`src/rtl/ram_master.sv`:
```
// rtl/ram_master.sv - burst initiator controller in front of a single-port ram
//
// Purpose: accepts burst read/write commands on a valid/ready request
// channel. It drives the ram en/we/addr/in pins and returns read beats on a
// valid/ready response channel.
// Ports:
//   clk, rst                  clock (rising edge), synchronous active-low reset
//   req_valid/req_ready       command handshake
//   req_we/req_addr/req_len   command fields (len = beats - 1)
//   wd_valid/wd_ready/wd_data write-data stream
//   rsp_valid/rsp_ready       read-data response handshake
//   rsp_data/rsp_last         read-data response payload and last-beat flag
//   busy                      controller is not idle
//   ram_en/ram_we/ram_addr/ram_din/ram_dout  ram pins
module ram_master #(
    parameter int DW     = 10,
    parameter int AW     = 8,
    parameter int LEN_W  = 4,
    parameter int RD_LAT = 1
) (
    input  logic             clk,
    input  logic             rst,
    input  logic             req_valid,
    output logic             req_ready,
    input  logic             req_we,
    input  logic [AW-1:0]    req_addr,
    input  logic [LEN_W-1:0] req_len,
    input  logic             wd_valid,
    output logic             wd_ready,
    input  logic [DW-1:0]    wd_data,
    output logic             rsp_valid,
    input  logic             rsp_ready,
    output logic [DW-1:0]    rsp_data,
    output logic             rsp_last,
    output logic             busy,
    output logic             ram_en,
    output logic             ram_we,
    output logic [AW-1:0]    ram_addr,
    output logic [DW-1:0]    ram_din,
    input  logic [DW-1:0]    ram_dout
);

    localparam int LAT_W = $clog2(RD_LAT + 1);

    typedef enum logic [2:0] {
        IDLE,
        WR,
        RD_ISSUE,
        RD_WAIT,
        RD_RSP
    } state_t;

    state_t             state_q, state_d;
    logic [AW-1:0]      cur_addr_q, cur_addr_d;
    logic [LEN_W-1:0]   len_q, len_d;
    logic [LEN_W-1:0]   cnt_q, cnt_d;
    logic [LAT_W-1:0]   lat_q, lat_d;
    logic [DW-1:0]      rsp_data_q, rsp_data_d;
    logic [AW-1:0]      addr_hold_q, addr_hold_d;
    logic [DW-1:0]      din_hold_q, din_hold_d;

    logic               req_ready_c, wd_ready_c, rsp_valid_c, rsp_last_c;
    logic               ram_en_c, ram_we_c;
    logic [AW-1:0]      ram_addr_c;
    logic [DW-1:0]      ram_din_c;

    always_comb begin
        state_d     = state_q;
        cur_addr_d  = cur_addr_q;
        len_d       = len_q;
        cnt_d       = cnt_q;
        lat_d       = lat_q;
        rsp_data_d  = rsp_data_q;
        req_ready_c = 1'b0;
        wd_ready_c  = 1'b0;
        rsp_valid_c = 1'b0;
        rsp_last_c  = 1'b0;
        ram_en_c    = 1'b0;
        ram_we_c    = 1'b0;
        // ram address/data pins hold their last driven value when unused
        ram_addr_c  = addr_hold_q;
        ram_din_c   = din_hold_q;

        case (state_q)
            IDLE: begin
                req_ready_c = 1'b1;
                if (req_valid) begin
                    cur_addr_d = req_addr;
                    len_d      = req_len;
                    cnt_d      = '0;
                    state_d    = req_we ? WR : RD_ISSUE;
                end
            end
            WR: begin
                wd_ready_c = 1'b1;
                ram_en_c   = wd_valid;
                ram_we_c   = wd_valid;
                ram_addr_c = cur_addr_q;
                ram_din_c  = wd_data;
                if (wd_valid) begin
                    cur_addr_d = cur_addr_q + AW'(1);
                    cnt_d      = cnt_q + LEN_W'(1);
                    if (cnt_q == len_q) begin
                        state_d = IDLE;
                    end
                end
            end
            RD_ISSUE: begin
                ram_en_c   = 1'b1;
                ram_addr_c = cur_addr_q;
                lat_d      = '0;
                state_d    = RD_WAIT;
            end
            RD_WAIT: begin
                // ram out is valid RD_LAT cycles after the issue edge
                if (lat_q == LAT_W'(RD_LAT - 1)) begin
                    rsp_data_d = ram_dout;
                    state_d    = RD_RSP;
                end else begin
                    lat_d = lat_q + LAT_W'(1);
                end
            end
            RD_RSP: begin
                rsp_valid_c = 1'b1;
                rsp_last_c  = (cnt_q == len_q);
                if (rsp_ready) begin
                    cur_addr_d = cur_addr_q + AW'(1);
                    cnt_d      = cnt_q + LEN_W'(1);
                    state_d    = (cnt_q == len_q) ? IDLE : RD_ISSUE;
                end
            end
            default: state_d = IDLE;
        endcase

        addr_hold_d = ram_addr_c;
        din_hold_d  = ram_din_c;
    end

    always_ff @(posedge clk) begin
        if (!rst) begin
            state_q     <= IDLE;
            cur_addr_q  <= '0;
            len_q       <= '0;
            cnt_q       <= '0;
            lat_q       <= '0;
            rsp_data_q  <= '0;
            addr_hold_q <= '0;
            din_hold_q  <= '0;
        end else begin
            state_q     <= state_d;
            cur_addr_q  <= cur_addr_d;
            len_q       <= len_d;
            cnt_q       <= cnt_d;
            lat_q       <= lat_d;
            rsp_data_q  <= rsp_data_d;
            addr_hold_q <= addr_hold_d;
            din_hold_q  <= din_hold_d;
        end
    end

    // Every output is forced low for as long as reset is asserted.
    assign req_ready = rst & req_ready_c;
    assign wd_ready  = rst & wd_ready_c;
    assign rsp_valid = rst & rsp_valid_c;
    assign rsp_last  = rst & rsp_last_c;
    assign busy      = rst & (state_q != IDLE);
    assign ram_en    = rst & ram_en_c;
    assign ram_we    = rst & ram_we_c;
    assign ram_addr  = rst ? ram_addr_c : '0;
    assign ram_din   = rst ? ram_din_c : '0;
    assign rsp_data  = rst ? rsp_data_q : '0;

endmodule

```
`config.mk`:
```
export PLATFORM = sky130hd
export DESIGN_NAME = ram_master
export DESIGN_NICKNAME = d
export VERILOG_FILES = /design/src/rtl/ram_master.sv
export SDC_FILE = /design/constraint.sdc
export NUM_CORES = 1
export LEC_CHECK = 0
export ABC_AREA = 1
export BUFFER_PORTS_ARGS = -buffer_cell sky130_fd_sc_hd__buf_2
export CAP_MARGIN = 20
export CORE_MARGIN = 2
export CORE_UTILIZATION = 52
export CTS_BUF_LIST = sky130_fd_sc_hd__clkbuf_4 sky130_fd_sc_hd__clkbuf_8
export CTS_CLUSTER_DIAMETER = 60
export CTS_CLUSTER_SIZE = 28
export DETAILED_ROUTE_END_ITERATION = 6
export HOLD_SLACK_MARGIN = 0.02
export PLACE_DENSITY_LB_ADDON = 0.1
export RECOVER_POWER = 50
export SLEW_MARGIN = 40
export SYNTH_ARGS = -nofsm -noshare
export SYNTH_HDL_FRONTEND = slang
export SYNTH_SLANG_ARGS = --single-unit
```
`constraint.sdc`:
```
create_clock -name clk -period 1.6 [get_ports clk]
set_clock_uncertainty 0.1 [all_clocks]
set_input_delay 0 -clock clk [delete_from_list [all_inputs] [get_ports clk]]
set_output_delay 0 -clock clk [all_outputs]
set_load 0.02 [all_outputs]
```
==> results of run 1 <==
[logic make-up after synthesis]
group | count (synthesis) | share of synthesized area (%)
buffers and inverters | 57 | 10.28
and+or+nand+nor | 173 | 31.18
xor gates and xnor gates | 2 | 0.7867
AOI/OAI and AO/OA | 63 | 14.38
adders and majority gates | 2 | 1.123
DFF | 47 | 42.25
[through the flow]
stage / hold slack [ns] / power (W) / worst slack, ns
after CTS: 0.05002 / 0.004576 / 0.001594
final: 0.05584 / 0.005074 / -0.09319
after detailed placement: 0.1296 / 0.003707 / 0.06474
after global routing: 0.06153 / 0.005422 / -0.1565
after floorplan: 0.03476 / 0.003107 / -0.003082
after global placement: 0.1211 / 0.003670 / 0.1218
[placed cells by master, fill, tap and decap left out, types with 6 or more instances in the layout]
cell type and count:
a21oi_1 19, buf_2 41, buf_4 33, clkbuf_1 10, clkbuf_8 6, dfxtp_1 40
dlygate4sd3_1 36, inv_1 38, nand2_1 76, nand3_1 16, nor2_1 62, nor2_2 7
o21ai_0 22, o21ai_1 13
[flip-flops by register name (all words and copies together), names as in the netlist]
register     count
din_hold_q      10
rsp_data_q      10
len_q            4
state_q          3
addr_hold_q      8
cnt_q            4
cur_addr_q       8
[worst max-delay path, cell delays in order (launching register included)]
cell	delay [ns]
dfxtp_4	0.42
nor2_4	0.06
nand2_4	0.13
buf_4	0.19
o21ai_1	0.09
nor2_1	0.22
buf_4	0.18
[synth_stat cells (all sizes together)]
master / count
nand2: 81
nand3b: 1
buf: 6
o21ai: 37
nor3: 2
xor2: 2
inv: 43
clkbuf: 8
or2: 1
a21oi: 24
o211ai: 1
ha: 2
dfxtp: 47
nor2: 71
nand3: 17
o21bai: 1
[metal layers]
metal  up-vias  GRT usage, %  wire length, µm
met5         -             0                0
met4         0         7.843              110
met3        12         6.105              375
met2        98         47.33             3581
met1      1207         32.06             2803
li1       1312             -                -
[cell type report]
cell class,count,area share (%)
multi-input cells,241,34.71
flip-flops and latches,47,28.35
repair buffers,126,27.54
inverters,43,4.868
clock buffers,6,2.453
well taps,50,1.858
clock inverters,1,0.1486
diodes,1,0.07432
[repair_timing]
item	CTS	global route
hold buffers	36	0
endpoints found under the hold margin	36	0
pin swaps	2	10
gates resized for setup	17	60
buffers inserted	0	7
cloned	1	0
endpoints found under the setup margin	21	25
[power by group through the flow]
stage / Clock [W] / Sequential, W / Combinational [W]
global route: 0.000778 / 0.00178 / 0.00286
global placement: 0 / 0.00171 / 0.00196
detailed placement: 0 / 0.00172 / 0.00199
floorplan: 0 / 0.00167 / 0.00143
finish: 0.000732 / 0.00175 / 0.00259
CTS: 0.000722 / 0.00171 / 0.00214
[worst paths after layout]
| kind | startpoint | to | cells past startpoint |
|---|---|---|---|
| max reg2reg | state_q[1] | cur_addr_q[3] | 8 |
| max | state_q[1] | ram_din[6] | 6 |
| min | rst | rsp_data_q[1] | 4 |
| min reg2reg | len_q[1] | len_q[1] | 2 |
==> impl_results.md, run 1 <==
- Internal power: around 0.0029 W
- Dpl cells: 463
- Maxcap violations: 0
- Row cnt: 23
- Synthesized area per cell: roughly 6.5 µm²
- Vias per inst: approximately 5
- Starting density of the core: between 50% and 60%
- Highest clock rate: 590.6 MHz
- Vias in the first global route: ~2400
- Psw: between 0.002 and 0.0025 W
- Clk network pwr share: between 10% and 20%
- Clk sinks: 47
- Logic gate share of total power: 51.1%
- Sequential share of the synthesized area: 42.25%
- Worst-Margin Slew: roughly 0.56 ns
- Post-Syn Instances: 344
- DR vias: 2629
- Slew headroom: between 60% and 70%
- Switch share: 42.74%
- Slew Limit Fails: 0
- DP HPWL: roughly 4000 µm
- Die W: about 69 µm
- First-pass GRT wire length: ~11000 µm
- DIE AREA: slightly below 0.005 mm²
- Pwr/cell area: ~1500 mW/mm²
- I/O pin cnt: between 70 and 80
- YS warnings: 0
- GP Congestion: a little over 0.9
- Worst-Skew Late Latency: ~0.3 ns
- DIE HEIGHT: between 60 and 70 µm
- Fillers: 272
- Grt ovf: 0
- Antenna violations before repair: 1
- Storage cell area: around 950 µm²
- Post-synth top area share: a little over two fifths
- 1st-iter DRT viols: 140
- Reg clk slew, reported paths: about 0.090 ns
- RSZ-0062 raised after global routing: yes
- Multi-input gate area: 0.001169 mm²
- Unique masters post-synth: 22
- CTS Buf Count: 5
- Root Driver: clkbuf_8
- Initial DRT Pass Iterations: 5
- Final Hold Fails: 0
- Yosys reg bits: 47
- Flop pwr share: approximately a third
- P&R area growth vs syn: 51.18%
- CTS tree: yes
- Max clock buf depth: 2
- H-tree Lvls: 2
- Core Util, Final: roughly 83%
- Post-route cell area: ~0.0034 mm²
- HP Class: input port to register
- Ranking of synthesized cells by area: dfxtp_1, nand2_1, nor2_1
- Setup crit end kind: output port
- Final Routed Wirelength: between 6000 and 7000 µm
- Startpoint types: register
- DRC: 0
- CP max FO: 6
- Placed Area: between 0.002 and 0.003 mm²
- Status: complete, but fails checks
- Input/output buffers: 72
- Setup violators final: 7
- Worst VDD drop: 0.7819 mV
- Tcrit/Tclk final: 105.8%
- Synthesized cell area: between 0.002 and 0.0025 mm²
- Core ar.: between 0.004 and 0.005 mm²
- Area leader, netlist: dfxtp_1
- WL/cell: roughly 13 µm
- R2r setup slk: roughly 0.080 ns
- Nets: slightly above 500
- Total GRT Usage: between 20% and 30%
- Leak pwr: between 1.5 and 2 nW
- Final cell count without fillers: 515
- Syn nets: roughly 380
- Critical path type: register to output port
- Failing checks: negative setup slack
- Largest net degree at the start of global routing: 33
- Min Tclk post-route: around 1.7 ns
- Final antenna-violating net count: 0
- Share of cells above drive strength 1: around a quarter
- Setup TNS: -0.1779 ns
- CP required: roughly 1.5 ns
- CP arrival: between 1.5 and 2 ns
- Final worst setup slack: -0.09319 ns
Power figures use the tool's default switching activity.
==> inputs of run 2 (changes only) <==
--- a/config.mk
+++ b/config.mk
@@ -15,7 +15,7 @@
 export CTS_CLUSTER_SIZE = 28
 export DETAILED_ROUTE_END_ITERATION = 6
 export HOLD_SLACK_MARGIN = 0.02
-export PLACE_DENSITY_LB_ADDON = 0.1
+export PLACE_DENSITY = 0.85
 export RECOVER_POWER = 50
 export SLEW_MARGIN = 40
 export SYNTH_ARGS = -nofsm -noshare
==> run 2 against run 1 <==
- the run still ends with negative setup slack left
- maximum frequency down 4.8%
- largest cell class unchanged
- critical path type is now register to register
- critical endpoint is now cur_addr_q[6]
- worst hold slack got worse by 0.0060 ns
- clock power increased by 29%
- non-clock buffer count rose by 5
- die area is the same
- register-to-register slack worse by 0.26 ns
==> impl_results.md, run 2 (synthesis gave the netlist of run 1 again) <==
- Status: complete, but fails checks (unchanged)
- Failing checks: negative setup slack (unchanged)
- Initial DRT Pass Iterations: 5 (unchanged)
- GP Congestion: 0.9213 (was 0.9172)
- Fillers: 191 (was 272)
- Critical path type: register to register (was register to output port)
- Max clock buf depth: 2 (unchanged)
- Final antenna-violating net count: 0 (unchanged)
- Slew headroom: 60.03% (was 62.39%)
- Share of cells above drive strength 1: 33.12% (was 26.51%)
- Final Hold Fails: 0 (unchanged)
- Final Power: 0.005969 W (was 0.005074 W)
- CP max FO: 5 (was 6)
- ANT cells: 0 (was 1)
- Worst Setup SP: state_q[1] (unchanged)
- Vias in the first global route: 2495 (was 2438)
- DR vias: 3014 (was 2629)
- Largest net degree at the start of global routing: 31 (was 33)
- Setup crit end kind: register (was output port)
- Highest clock rate: 562.5 MHz (was 590.6 MHz)
- Final cell count without fillers: 521 (was 515)
- Most frequent cells in the layout: nand2_1, nor2_1, dfxtp_1 (was nand2_1, nor2_1, buf_2)
- Reg clk slew, reported paths: 0.09 ns (about the same)
- Hold Path Stages: 4 (unchanged)
- Leak pwr: 1.754 nW (was 1.684 nW)
- Antenna violations before repair: 0 (was 1)
- DRC: 0 (unchanged)
- RSZ-0062 raised after global routing: yes (unchanged)
- CTS Buf Count: 5 (unchanged)
- Critical path's most frequent cell: nand2_1 (was buf_4)
- WL/cell: 18.16 µm (was 13.34 µm)
- Core ar.: 0.004058 mm² (unchanged)
- Final worst setup slack: -0.1778 ns (was -0.09319 ns)
- Pwr/cell area: 1663 mW/mm² (was 1507 mW/mm²)
- Tcrit/Tclk final: 111.1% (was 105.8%)
- Setup violators final: 33 (was 7)
- Nets: 510 (was 504)
- Dpl cells: 460 (was 463)
- Critical path's largest stage delay: 0.38 ns (was 0.42 ns)
- 1st-iter DRT viols: 410 (was 140)
- Worst VDD drop: 1.103 mV (was 0.7819 mV)
- Starting density of the core: 54.89% (unchanged)
- CTS tree: yes (unchanged)
- H-tree Lvls: 2 (unchanged)
- Commonest non-fill, non-tap cell in the layout: nand2_1 (unchanged)
- Total GRT Usage: 27.69% (was 26.70%)
- Input/output buffers: 72 (unchanged)
- I/O pin cnt: 73 (unchanged)
- DIE AREA: 0.004823 mm² (unchanged)
- DIE HEIGHT: 69.45 µm (unchanged)
- Regs by FF count: din_hold_q (10), rsp_data_q (10) (unchanged)
- Root Driver: clkbuf_8 (unchanged)
- First-pass GRT wire length: 10830 µm (was 10580 µm)
- Storage cell area: 955.9 µm² (was 954.7 µm²)
- Startpoint types: register (unchanged)
- CP arrival: 1.94 ns (was 1.59 ns)
- CP Cell Sequence: buf_4 -> nor2_4 -> nand2_2 -> nand2_4 -> inv_2 -> nor2_4 -> buf_4 -> nand2_1 -> nand2_1 -> nand2_1 -> nor2_1 (was nor2_4 -> nand2_4 -> buf_4 -> o21ai_1 -> nor2_1 -> buf_4)
- CP required: 1.76 ns (was 1.50 ns)
- Clk sinks: 47 (unchanged)
- Hold path start: wd_data[1] (was rst)
- P&R area growth vs syn: 61.18% (was 51.18%)
- Slowest CP cell: dfxtp_4 (unchanged)
- Vias per inst: 5.785 (was 5.105)
- R2R depth: 11 (was 8)
- Maxcap violations: 0 (unchanged)
- R2r setup slk: -0.18 ns (was 0.08 ns)
- Worst-Margin Slew: 0.5989 ns (was 0.5636 ns)
- Die W: 69.45 µm (unchanged)
- Min Tclk post-route: 1.778 ns (was 1.693 ns)
- Row cnt: 23 (unchanged)
- HP Class: input port to register (unchanged)
- Worst R2R Start: state_q[1] (unchanged)
- Multi-input gate area: 0.001305 mm² (was 0.001169 mm²)
- Reg2reg end: cur_addr_q[6] (was cur_addr_q[3])
- Slew Limit Fails: 0 (unchanged)
- Final Routed Wirelength: 9461 µm (was 6871 µm)
- DP HPWL: 4101 µm (was 3899 µm)
- Hold endpoint: din_hold_q[1] (was rsp_data_q[1])
- Worst-Skew Late Latency: 0.32 ns (was 0.30 ns)
- Grt ovf: 0 (unchanged)
==> run 2: cell types whose count changed in the layout (fill, tap and decap cells not counted), moves of 3 or more <==
cell and change:
nand2_1 -4, nand2_2 +3, nor2_2 +7, buf_4 +7, nand3_1 -3, nor2_1 -9, dlygate4sd3_1 -3, o21ai_1 -3
o21ai_2 +3
==> run 2: power by group <==
| group | switching, W | internal (W) |
|---|---|---|
| clock | 0.000440 | 0.000506 |
| combinational | 0.00195 | 0.00127 |
| sequential | 0.000286 | 0.00151 |
| total | 0.00268 | 0.00329 |
==> run 2: area by class of cell <==
cell class              count  share of cell area, %
clock buffers               6                  2.300
clock inverters             2                 0.9760
inverters                  43                  4.601
multi-input cells         241                  36.35
flip-flops and latches     47                  26.63
well taps                  50                  1.743
repair buffers            131                  27.19
repair inverters            1                 0.2091
==> run 2: worst max-delay path by stage <==
stage	endpoint	cells after the start	slack (ns)
after floorplan	addr_hold_q[5]	6	-0.003
after global placement	cur_addr_q[0]	8	0.13
after detailed placement	ram_din[1]	6	0.04
after CTS	ram_addr[4]	6	0.002
after global routing	cur_addr_q[6]	11	-0.23
final	cur_addr_q[6]	11	-0.18
==> run 2: worst max-delay path: cells and delay by family (launching register included) <==
family	cells	cell delay [ns]
and+or+nand+nor	8	0.87
DFF	1	0.38
buffers and inverters	3	0.36
==> run 2: timing repair <==
| action | in CTS | in global routing |
|---|---|---|
| endpoints found under the setup margin | 21 | 30 |
| hold buffers | 33 | 0 |
| hold endpoints to repair | 34 | 0 |
| gates resized for setup | 19 | 98 |
| cloned | 2 | 2 |
| buffers inserted | 4 | 12 |
| pin swaps | 2 | 16 |
==> run 2: metal layers <==
layer	GRT usage, %	up-vias	wire (µm)
met5	0	-	0
li1	-	1324	-
met1	31.65	1357	3365
met4	15.69	0	694
met3	6.977	83	886
met2	46.79	250	4514
==> run 2: per-stage QoR <==
step	setup TNS, ns	utilization [%]	area [µm²]	setup slack [ns]	hold WS [ns]
after global placement	0	65.12	2643	0.1312	0.1210
after floorplan	-0.006165	-	2227	-0.003082	0.03476
after global routing	-5.038	88.47	3590	-0.2260	0.04197
after CTS	0	78.38	3181	0.001634	0.02723
final	-2.997	88.47	3590	-0.1778	0.04983
after detailed placement	0	65.12	2643	0.04144	0.1285
==> inputs of run 3 (changes only) <==
--- a/config.mk
+++ b/config.mk
@@ -17,6 +17,7 @@
 export HOLD_SLACK_MARGIN = 0.02
 export PLACE_DENSITY = 0.85
 export RECOVER_POWER = 50
+export REMOVE_ABC_BUFFERS = 1
 export SLEW_MARGIN = 40
 export SYNTH_ARGS = -nofsm -noshare
 export SYNTH_HDL_FRONTEND = slang
==> run 3 against run 2 <==
- the run still ends with negative setup slack left
- cell area down 8.5%
- non-clock buffer count down 9
- die area unchanged
- sequential share of layout area is 2.3 points higher
- global-route usage fell by 1.8 points
- clock power is 23% lower
- total power fell by 17%
- worst setup slack improved by 0.12 ns
- worst hold slack better by 0.0018 ns
- maximum frequency increased by 7.6%
- critical path type is now register to output port
- largest power group unchanged
- highest routed layer unchanged
==> impl_results.md, run 3 (synthesis gave the netlist of run 1 again) <==
- Starting density of the core: 54.89% (unchanged)
- CP required: 1.50 ns (was 1.76 ns)
- DP HPWL: 3849 µm (was 4101 µm)
- Slew Limit Fails: 0 (unchanged)
- Commonest non-fill, non-tap cell in the layout: nand2_1 (unchanged)
- Clk sinks: 47 (unchanged)
- Worst VDD drop: 0.9350 mV (was 1.103 mV)
- Final cell count without fillers: 511 (was 521)
- Regs by FF count: din_hold_q (10), rsp_data_q (10) (unchanged)
- DRC: 0 (unchanged)
- Final Routed Wirelength: 6712 µm (was 9461 µm)
- Dpl cells: 464 (was 460)
- RSZ-0062 raised after global routing: yes (unchanged)
- Root Driver: clkbuf_8 (unchanged)
- CP max FO: 7 (was 5)
- DIE HEIGHT: 69.45 µm (unchanged)
- Highest clock rate: 605.0 MHz (was 562.5 MHz)
- Die W: 69.45 µm (unchanged)
- Worst-Margin Slew: 0.5539 ns (was 0.5989 ns)
- CP arrival: 1.55 ns (was 1.94 ns)
- WL/cell: 13.14 µm (was 18.16 µm)
- Initial DRT Pass Iterations: 4 (was 5)
- Status: complete, but fails checks (unchanged)
- Vias per inst: 5.067 (was 5.785)
- Internal power: 0.002815 W (was 0.003290 W)
- Switch share: 43.48% (was 44.88%)
- DIE AREA: 0.004823 mm² (unchanged)
- Antenna violations before repair: 0 (unchanged)
- Slew headroom: 63.04% (was 60.03%)
- Setup crit end kind: output port (was register)
- Clk network pwr share: 14.7% (was 15.9%)
- 1st-iter DRT viols: 205 (was 410)
- DR vias: 2589 (was 3014)
- Row cnt: 23 (unchanged)
- Grt ovf: 0 (unchanged)
- Startpoint types: register (unchanged)
- GP Congestion: 0.8805 (was 0.9213)
- Tcrit/Tclk final: 103.3% (was 111.1%)
- Largest net degree at the start of global routing: 48 (was 31)
- Pwr/cell area: 1516 mW/mm² (was 1663 mW/mm²)
- CTS tree: yes (unchanged)
- Worst-Skew Late Latency: 0.31 ns (was 0.32 ns)
- Leak pwr: 1.653 nW (was 1.754 nW)
- R2r setup slk: 0.07 ns (was -0.18 ns)
- Final Power: 0.004980 W (was 0.005969 W)
- Logic gate share of total power: 50.3% (was 54.0%)
- HP Class: input port to register (unchanged)
- Psw: 0.002165 W (was 0.002679 W)
- P&R area growth vs syn: 47.53% (was 61.18%)
- Total GRT Usage: 25.86% (was 27.69%)
- First-pass GRT wire length: 10270 µm (was 10830 µm)
- Most frequent cells in the layout: nand2_1, nor2_1, buf_2 (was nand2_1, nor2_1, dfxtp_1)
- H-tree Lvls: 2 (unchanged)
- Nets: 500 (was 510)
- Min Tclk post-route: 1.653 ns (was 1.778 ns)
- Maxcap violations: 0 (unchanged)
- Setup violators final: 4 (was 33)
- Final worst setup slack: -0.05280 ns (was -0.1778 ns)
- Reg clk slew, reported paths: 0.09 ns (about the same)
- Input/output buffers: 72 (unchanged)
- I/O pin cnt: 73 (unchanged)
- ANT cells: 0 (unchanged)
- Core ar.: 0.004058 mm² (unchanged)
- Vias in the first global route: 2339 (was 2495)
- Critical path type: register to output port (was register to register)
- Failing checks: negative setup slack (unchanged)
- Final antenna-violating net count: 0 (unchanged)
- Flop pwr share: 35.0% (was 30.1%)
- Final Hold Fails: 0 (unchanged)
- CTS Buf Count: 5 (unchanged)
- Max clock buf depth: 2 (unchanged)
- Core Util, Final: 80.97% (was 88.47%)
- Share of cells above drive strength 1: 25.81% (was 33.12%)
## run 3: cell types whose count changed in the layout (fill, tap and decap cells not counted), sizes merged
cell and change:
inv +2, clkinv +1, buf -9, clkbuf -2, bufinv -1, clkinvlp -2, dlygate4sd3 +1
## run 3: critical path, cell delays in order (launching register included)
cell and delay (ns):
dfxtp_4 0.39, nor2_4 0.11, nand2_4 0.12, buf_6 0.16, a21oi_1 0.20, nor2_1 0.10
buf_2 0.17
## run 3: metal layers
metal  vias to the layer above  global-route usage [%]  routed length [µm]
met1                      1183                   29.13                2701
met3                        15                   5.814                 365
li1                       1302                       -                   -
met5                         -                       0                   0
met2                        89                   47.22                3525
met4                         0                   9.586                 119
## run 3: what timing repair did
action	in CTS	in global routing
cloned	1	0
buffers inserted	0	4
pin swaps	2	12
endpoints found under the hold margin	35	0
hold buffers	34	0
endpoints found under the setup margin	18	21
gates resized for setup	19	48
## run 3: power groups by stage
stage          clock network, W  registers [W]  logic, W
2_1_floorplan                 0        0.00167   0.00134
3_3_place_gp                  0        0.00171   0.00195
3_5_place_dp                  0        0.00172   0.00199
4_1_cts                0.000723        0.00171   0.00217
5_1_grt                0.000783        0.00177   0.00276
6_report               0.000732        0.00174   0.00250
## run 3: final cells by class
class                   count  area, µm²
multi-input cells         241       1141
inverters                  43      163.9
flip-flops and latches     47      952.2
clock inverters             3      18.77
well taps                  50      62.56
repair buffers            122      878.3
fillers                   277      772.0
clock buffers               5      68.82
## run 3: path summary, 6_finish.rpt
kind / startpoint / to / depth (start not counted)
min reg2reg: len_q[2] / len_q[2] / 2
max: state_q[1] / ram_addr[2] / 6
min: rst / cur_addr_q[2] / 4
max reg2reg: state_q[0] / cur_addr_q[7] / 7
## run 3: stage by stage
stage	TNS (ns)	worst slack [ns]	hold WS (ns)	instance area (µm²)
after floorplan	-0.8783	-0.06853	0.02041	2160
after global placement	0	0.1346	0.1253	2685
after detailed placement	0	0.07545	0.1318	2685
after CTS	0	0.0003809	0.03472	3168
after global routing	-0.8302	-0.1492	0.05643	3286
final	-0.08999	-0.05280	0.05164	3286
